### src/rtl/qos_vc_arbiter.sv
// Weighted round-robin pop scheduler for four PCIe QoS virtual-channel FIFOs.
// Define QOS_ARB_WEIGHT_EN for weighted grants; otherwise each grant is a single pop.
module qos_vc_arbiter #(
    parameter int unsigned WEIGHT_W = 3
) (
    input  logic                  CLK,
    input  logic                  reset,
    input  logic                  set_init,
    input  logic [4*WEIGHT_W-1:0] weights,
    input  logic [3:0]            empty,
    input  logic [3:0]            pause,
    input  logic                  out_full,
    output logic [3:0]            pop,
    output logic [1:0]            vc_sel,
    output logic                  valid,
    output logic                  idle
);

    localparam logic [1:0] INIT   = 2'd0;
    localparam logic [1:0] IDLE   = 2'd1;
    localparam logic [1:0] ACTIVE = 2'd2;

    localparam logic [WEIGHT_W-1:0] ONE = {{(WEIGHT_W-1){1'b0}}, 1'b1};

    logic [1:0]          state_q, state_d;
    logic [1:0]          cur_q, cur_d;
    logic [1:0]          ptr_q, ptr_d;
    logic [WEIGHT_W-1:0] credit_q, credit_d;
    logic [WEIGHT_W-1:0] next_credit;
    logic [3:0]          eligible;
    logic                found;
    logic [1:0]          next;
    logic                pop_any;
    logic                valid_q, idle_q;
    logic [1:0]          vc_sel_q;

    assign eligible = ~empty & ~pause & {4{~out_full}};

    // Scan ptr+1, ptr+2, ptr+3, ptr; the 2-bit add wraps mod 4.
    always_comb begin
        logic [1:0] cand;
        found = 1'b0;
        next  = ptr_q;
        for (int k = 1; k <= 4; k++) begin
            cand = ptr_q + 2'(k);
            if (!found && eligible[cand]) begin
                found = 1'b1;
                next  = cand;
            end
        end
    end

`ifdef QOS_ARB_WEIGHT_EN
    logic [WEIGHT_W-1:0] wreg_q [4];

    always_ff @(posedge CLK or negedge reset) begin
        if (!reset) begin
            for (int i = 0; i < 4; i++) wreg_q[i] <= ONE;
        end else if (set_init) begin
            for (int i = 0; i < 4; i++) begin
                wreg_q[i] <= (weights[i*WEIGHT_W +: WEIGHT_W] == '0) ? ONE
                                                                   : weights[i*WEIGHT_W +: WEIGHT_W];
            end
        end
    end

    assign next_credit = wreg_q[next];
`else
    logic unused_weights;
    assign unused_weights = ^weights;
    assign next_credit    = ONE;
`endif

    always_comb begin
        pop = '0;
        if (!set_init && state_q == ACTIVE && eligible[cur_q] && credit_q != '0) begin
            pop[cur_q] = 1'b1;
        end
    end

    assign pop_any = |pop;

    always_comb begin
        state_d  = state_q;
        cur_d    = cur_q;
        ptr_d    = ptr_q;
        credit_d = credit_q;
        if (set_init) begin
            state_d = INIT;
        end else begin
            case (state_q)
                INIT: state_d = IDLE;
                IDLE: begin
                    if (found) begin
                        cur_d    = next;
                        ptr_d    = next;
                        credit_d = next_credit;
                        state_d  = ACTIVE;
                    end
                end
                ACTIVE: begin
                    if (pop_any) credit_d = credit_q - ONE;
                    // Last pop of a grant or a stalled VC: hand over in this same cycle.
                    if (!pop_any || credit_q == ONE) begin
                        if (found) begin
                            cur_d    = next;
                            ptr_d    = next;
                            credit_d = next_credit;
                        end else begin
                            state_d = IDLE;
                        end
                    end
                end
                default: state_d = INIT;
            endcase
        end
    end

    always_ff @(posedge CLK or negedge reset) begin
        if (!reset) begin
            state_q  <= INIT;
            cur_q    <= 2'd0;
            ptr_q    <= 2'd3;
            credit_q <= '0;
            valid_q  <= 1'b0;
            vc_sel_q <= 2'd0;
            idle_q   <= 1'b0;
        end else begin
            state_q  <= state_d;
            cur_q    <= cur_d;
            ptr_q    <= ptr_d;
            credit_q <= credit_d;
            valid_q  <= pop_any;
            idle_q   <= (state_d == IDLE);
            if (pop_any) vc_sel_q <= cur_q;
        end
    end

    assign valid  = valid_q;
    assign vc_sel = vc_sel_q;
    assign idle   = idle_q;

endmodule

### config.mk
export PLATFORM = sky130hd
export DESIGN_NAME = qos_vc_arbiter
export DESIGN_NICKNAME = d
export VERILOG_FILES = /design/src/rtl/qos_vc_arbiter.sv
export SDC_FILE = /design/constraint.sdc
export NUM_CORES = 1
export LEC_CHECK = 0
export CAP_MARGIN = 30
export CELL_PAD_IN_SITES_DETAIL_PLACEMENT = 0
export CELL_PAD_IN_SITES_GLOBAL_PLACEMENT = 1
export CORE_ASPECT_RATIO = 0.6
export CORE_MARGIN = 5
export CORE_UTILIZATION = 34
export CTS_BUF_LIST = sky130_fd_sc_hd__clkbuf_4
export DETAILED_ROUTE_END_ITERATION = 12
export PLACE_DENSITY_LB_ADDON = 0.1
export SYNTH_ARGS = -nofsm -noshare
export SYNTH_HDL_FRONTEND = slang
export SYNTH_SLANG_ARGS = --single-unit
### constraint.sdc
create_clock -name CLK -period 2 [get_ports CLK]
set_input_delay 0.4 -clock CLK [delete_from_list [all_inputs] [get_ports CLK]]
set_output_delay 0.4 -clock CLK [all_outputs]
set_load 0.01 [all_outputs]
* Word level (Yosys, flattened, before mapping)
Index checks and enable logic that the tools add are counted.
** Word-level totals
- Bits in registers :: 13
- Bits of input ports :: 24
- Output and inout bits :: 8
- Word-level logic and storage cells :: 85
** Operators by class
- Add/subtract/negate cells :: 4
- Magnitude comparators :: 6
- Equal/unequal tests :: 6
- Mux-type cells :: 37
- Bitwise logic cells :: 6
- Reduce and logical (&&, ||, !) cells :: 19
** Operators with widths (number)
- 2-to-1 mux 2 bit :: 12
- less-than comparator 2 x 3 -> 1 bit, second input constant :: 5
- 2-to-1 mux 3 bit :: 4
- binary-select mux 1 bit (select 2 bit) :: 5
- 2-to-1 mux 1 bit :: 10
- AND 4 bit :: 2
- NOT 4 bit :: 2
- case mux 2 bit (2 select lines) :: 2
- logical AND 1 bit :: 7
- case mux 2 bit (3 select lines) :: 1
- case mux 3 bit (2 select lines) :: 1
- AND reduction 3 bit :: 2
- zero test 1 bit :: 5
- adder 2 bit, second input constant :: 2
- equality test 2 x 1 -> 1 bit, second input constant :: 2
- 2-to-1 mux 4 bit :: 1
- OR reduction 4 bit :: 1
- equality test 3 x 1 -> 1 bit, second input constant :: 1
- nonzero test 3 bit :: 1
- subtractor 3 x 1 -> 3 bit, second input constant :: 1
- adder 2 x 1 -> 2 bit, second input constant :: 1
- demux 1 bit (select 2 bit) :: 1
- equality test 2 bit, second input constant :: 1
- greater-or-equal comparator 2 x 1 -> 1 bit, second input constant :: 1
- other kinds (6) :: 7

* Longest topological paths before layout
- Depth after elaboration :: 20
- Gate-level depth with buffers :: 8

* Worst setup path before layout
Ideal clock, no wire load.
- Path type :: register to output
- Start :: register cur_q[0]
- End :: output pop[0]
- Arrival time :: 1550 ps
- Path slack :: 50 ps
- Cell stages (with the launch flop) :: 5
- Cells stage by stage :: dfrtp_1 > or3_1 > a211oi_2 > o21ai_2 > nor3_1
** Between the ends
- Longest elaborated chain between the ends :: 5
- Elaborated cells between the ends (all ways) :: 10
- Classes of those cells :: order compare: 2; mux: 5; reduce/logical: 3
** RTL lines
- start, declared :: RTL line 26 : logic [1:0] cur_q, cur_d;
- start signal, assigned :: RTL line 130 : cur_q <= cur_d;
- less-than comparator 2 x 3 -> 1 bit (not written as such) (tied with other cells) :: RTL line 77 : pop[cur_q] = 1'b1;
- logical AND 1 bit (not written as such) / 2-to-1 mux 1 bit (equally long branches) :: RTL line 77, 76
- 2-to-1 mux 1 bit (not written as such) / logical AND 1 bit (equally long branches) :: RTL line 77, 76
- demux 1 bit (select 2 bit) / logical AND 1 bit (equally long branches) :: RTL line 77, 76
- 2-to-1 mux 4 bit * :: RTL line 76 : if (!set_init && state_q == ACTIVE && eligible[cur_q] && credit_q != '0) begin
- end, declared :: RTL line 13 : output logic [3:0] pop,
Every way passes the cells marked *; elsewhere a longest branch is shown, timed or not. The select of a mux whose other input is x is not followed.

* Worst setup path after layout
- Start :: register cur_q[0]
- End :: output pop[1]
The elaborated chain is that of the path after synthesis.

==> impl_metrics.ini <==
[run_status]
status = complete, but fails checks
violations = setup timing

[setup_path]
worst-path-buf-inv = 2
crit_family = simple AND/OR/NAND/NOR gates
r2r_setup_slack_ps = -80
crit_chain = or3_1, a211oi_2, o21ai_2, buf_4, nor3_2, buf_2
cp.arrival_ps = 1840
cp.required_ps = 1600
worstSetupPathType = flop to output port
start_kind = flop
crit_slowest_cell = dfrtp_1
path_max_fanout = 4
end_kind = output port
cpPeakStageDelay_ps = 390

[yosys]
yosysWarnings = 0
async_flop_share_pct = 100.0
ys_seq_elements = 13
syn_avg_cell_area_um2 = 8.929
synth-seq-area-share_pct = 33.38
syn_nets = 141
syn-instance-count = 110
synthFlopType = dfrtp_1
syn_area_um2 = 982.2
yosysUniqueCellTypes = 47
synth_edf_count = 0

[detailed_routing]
drt-wirelength-per-cell_um = 14.28
viasPerCell = 5.136
first_iter_violations = 36
drt-total-wl_mm = 2.942
drtPass1Iterations = 4
final_antenna_net_count = 0
drc = 0
route.vias.total = 1058

[die]
row_count = 15
die_h_um = 51.63
die_area_um2 = 4099
core_um2 = 2815
die_width_um = 79.39
design.portCount = 32
initial_utilization_pct = 34.89

[timing]
period_minus_slack_ps = 2243
setup_tns_ps = -876.2
fin_ws_ps = -242.5
slew_viol_final = 0
period_share_pct = 112.1
hold_violations = 0
fin_hold_ws_ps = 487.2
fmax_ghz = 0.4459
rsz0062_at_grt = yes
worst_pin_slew_ps = 615.4
finalSetupViolCount = 7
skew_ps = 12.59
slew_headroom_pct = 58.84

[cells_and_area]
final_common_cell = buf_4
drive_gt1_share_pct = 39.53
fin_cells = 206
layout-area-overhead-vs-synth_pct = 58.98
layout_common_cells = buf_4, dfrtp_1, inv_1, dlygate4sd2_1
antenna_cells = 0
num-fill-cells = 256
nets = 204

[pwr]
irDropWorstVdd_v = 0.0005015
p_leak_nw = 0.7419
p_per_area_nw_per_um2 = 712.3
power_w = 0.001112

[hold_path]
hold_class = input port to asynchronous set/reset pin

[global_routing]
overflow = 0
grt_util_all_layers_pct = 15.48
antenna_found_initial = 0
grt_pass1_wl_mm = 4.933
grt_pass1_vias = 1034
grt_max_degree = 14

[clock_network]
postCtsHoldBufs = 0
cts_tree = done
cts_num_sinks = 13
numCtsBuffers = 3
clock_path_buffers = 2
clk_pin_slew_ps = 90
worstSkewPairLatency_ps = 290
root_buffer = clkbuf_4
htree_levels = 1

[placed_design]
gp_congestion = 0.8626
dp_hpwl_mm = 2.302
placed_cells = 196
portBuffers = 19

[run]
maxCapViolCount = 0
[flip-flops by register name, indices dropped and copies added, names as in the netlist]
register  flops
credit_q      3
cur_q         2
idle          1
ptr_q         2
state_q       2
valid         1
vc_sel        2
[cells by family after synthesis]
logic type	after synthesis	synth area share, %
AO/OA/AOI/OAI	39	29.68
adder cells (fa/ha/maj)	7	8.917
buffers and inverters	12	4.968
flip-flops	13	33.38
multiplexers	1	1.019
AND/OR/NAND/NOR	38	22.04
[stage by stage]
stage | utilization, % | instance area [um2] | worst slack [ps]
4_1_cts | 54.76 | 1541 | -236.0
3_3_place_gp | 52.31 | 1473 | -672.1
6_report | 55.47 | 1562 | -242.5
3_5_place_dp | 52.31 | 1473 | -752.7
2_1_floorplan | - | 982.2 | 49.69
5_1_grt | 55.47 | 1562 | -319.1
[synthesized netlist by cell type, types with 2 or more instances]
library cell	instances	area share, %
o21ai_0	4	2.0
nor2_1	7	2.7
nand3_1	3	1.5
inv_1	8	3.1
nor3_1	9	4.6
a21oi_1	8	4.1
o21a_1	2	1.5
dfrtp_1	11	28
o22a_1	2	1.8
a21o_1	3	2.3
nor4b_1	2	1.8
or2_2	2	1.3
or3_1	3	1.9
nand2_1	2	0.76
ha_1	7	8.9
a211o_1	2	1.8
nand2b_1	2	1.3
dfstp_2	2	5.4
o311a_1	2	2.0
clkbuf_1	2	0.76
[power by group]
| group | total [W] | switching [W] | internal [W] |
|---|---|---|---|
| Sequential | 0.000425 | 0.0000837 | 0.000341 |
| Combinational | 0.000501 | 0.000230 | 0.000271 |
| Clock | 0.000186 | 0.0000951 | 0.0000911 |
[worst paths after layout]
path                                                 to             startpoint  cells after the start
max in group asynchronous          cur_q[0]$_DFFE_PN0P_                  reset                      1
worst min register to register    vc_sel[0]$_DFFE_PN0N_  vc_sel[0]$_DFFE_PN0N_                      2
worst max register to register  credit_q[0]$_DFFE_PN0P_   cur_q[0]$_DFFE_PN0P_                     10
worst min-delay path            credit_q[2]$_DFFE_PN0P_                  reset                      1
worst max-delay path                             pop[1]   cur_q[0]$_DFFE_PN0P_                      6
min in group CLK                  vc_sel[0]$_DFFE_PN0N_  vc_sel[0]$_DFFE_PN0N_                      2
[layer usage]
layer | global-route usage, % | wire (um)
met3 | 4.498 | 132
met5 | 0 | 0
met1 | 23.27 | 1657
met4 | 1.714 | 22
met2 | 22.35 | 1129
[area by class of cell]
cell class,instances,area [um2],share of cell area [%]
well taps,34,42.54,2.724
repair buffers,61,483.0,30.93
inverters,9,38.79,2.484
multi-input cells,85,639.4,40.95
clock buffers,4,30.03,1.923
flip-flops and latches,13,327.8,20.99
[worst reg2reg max path, stage by stage (launching register included)]
cell	delay [ps]
dfrtp_1	390
or3_1	390
a211oi_2	250
o21ai_2	120
buf_4	160
buf_4	130
buf_6	100
buf_6	120
inv_6	70
nand3_2	70
a22o_1	190
[what timing repair did]
item | CTS | global route
endpoints found under the setup margin | 4 | 9
buffers inserted | 4 | 2
pin swaps | 11 | 1
resized for setup | 35 | 2
Note: power is estimated with default switching activity, not from simulation.
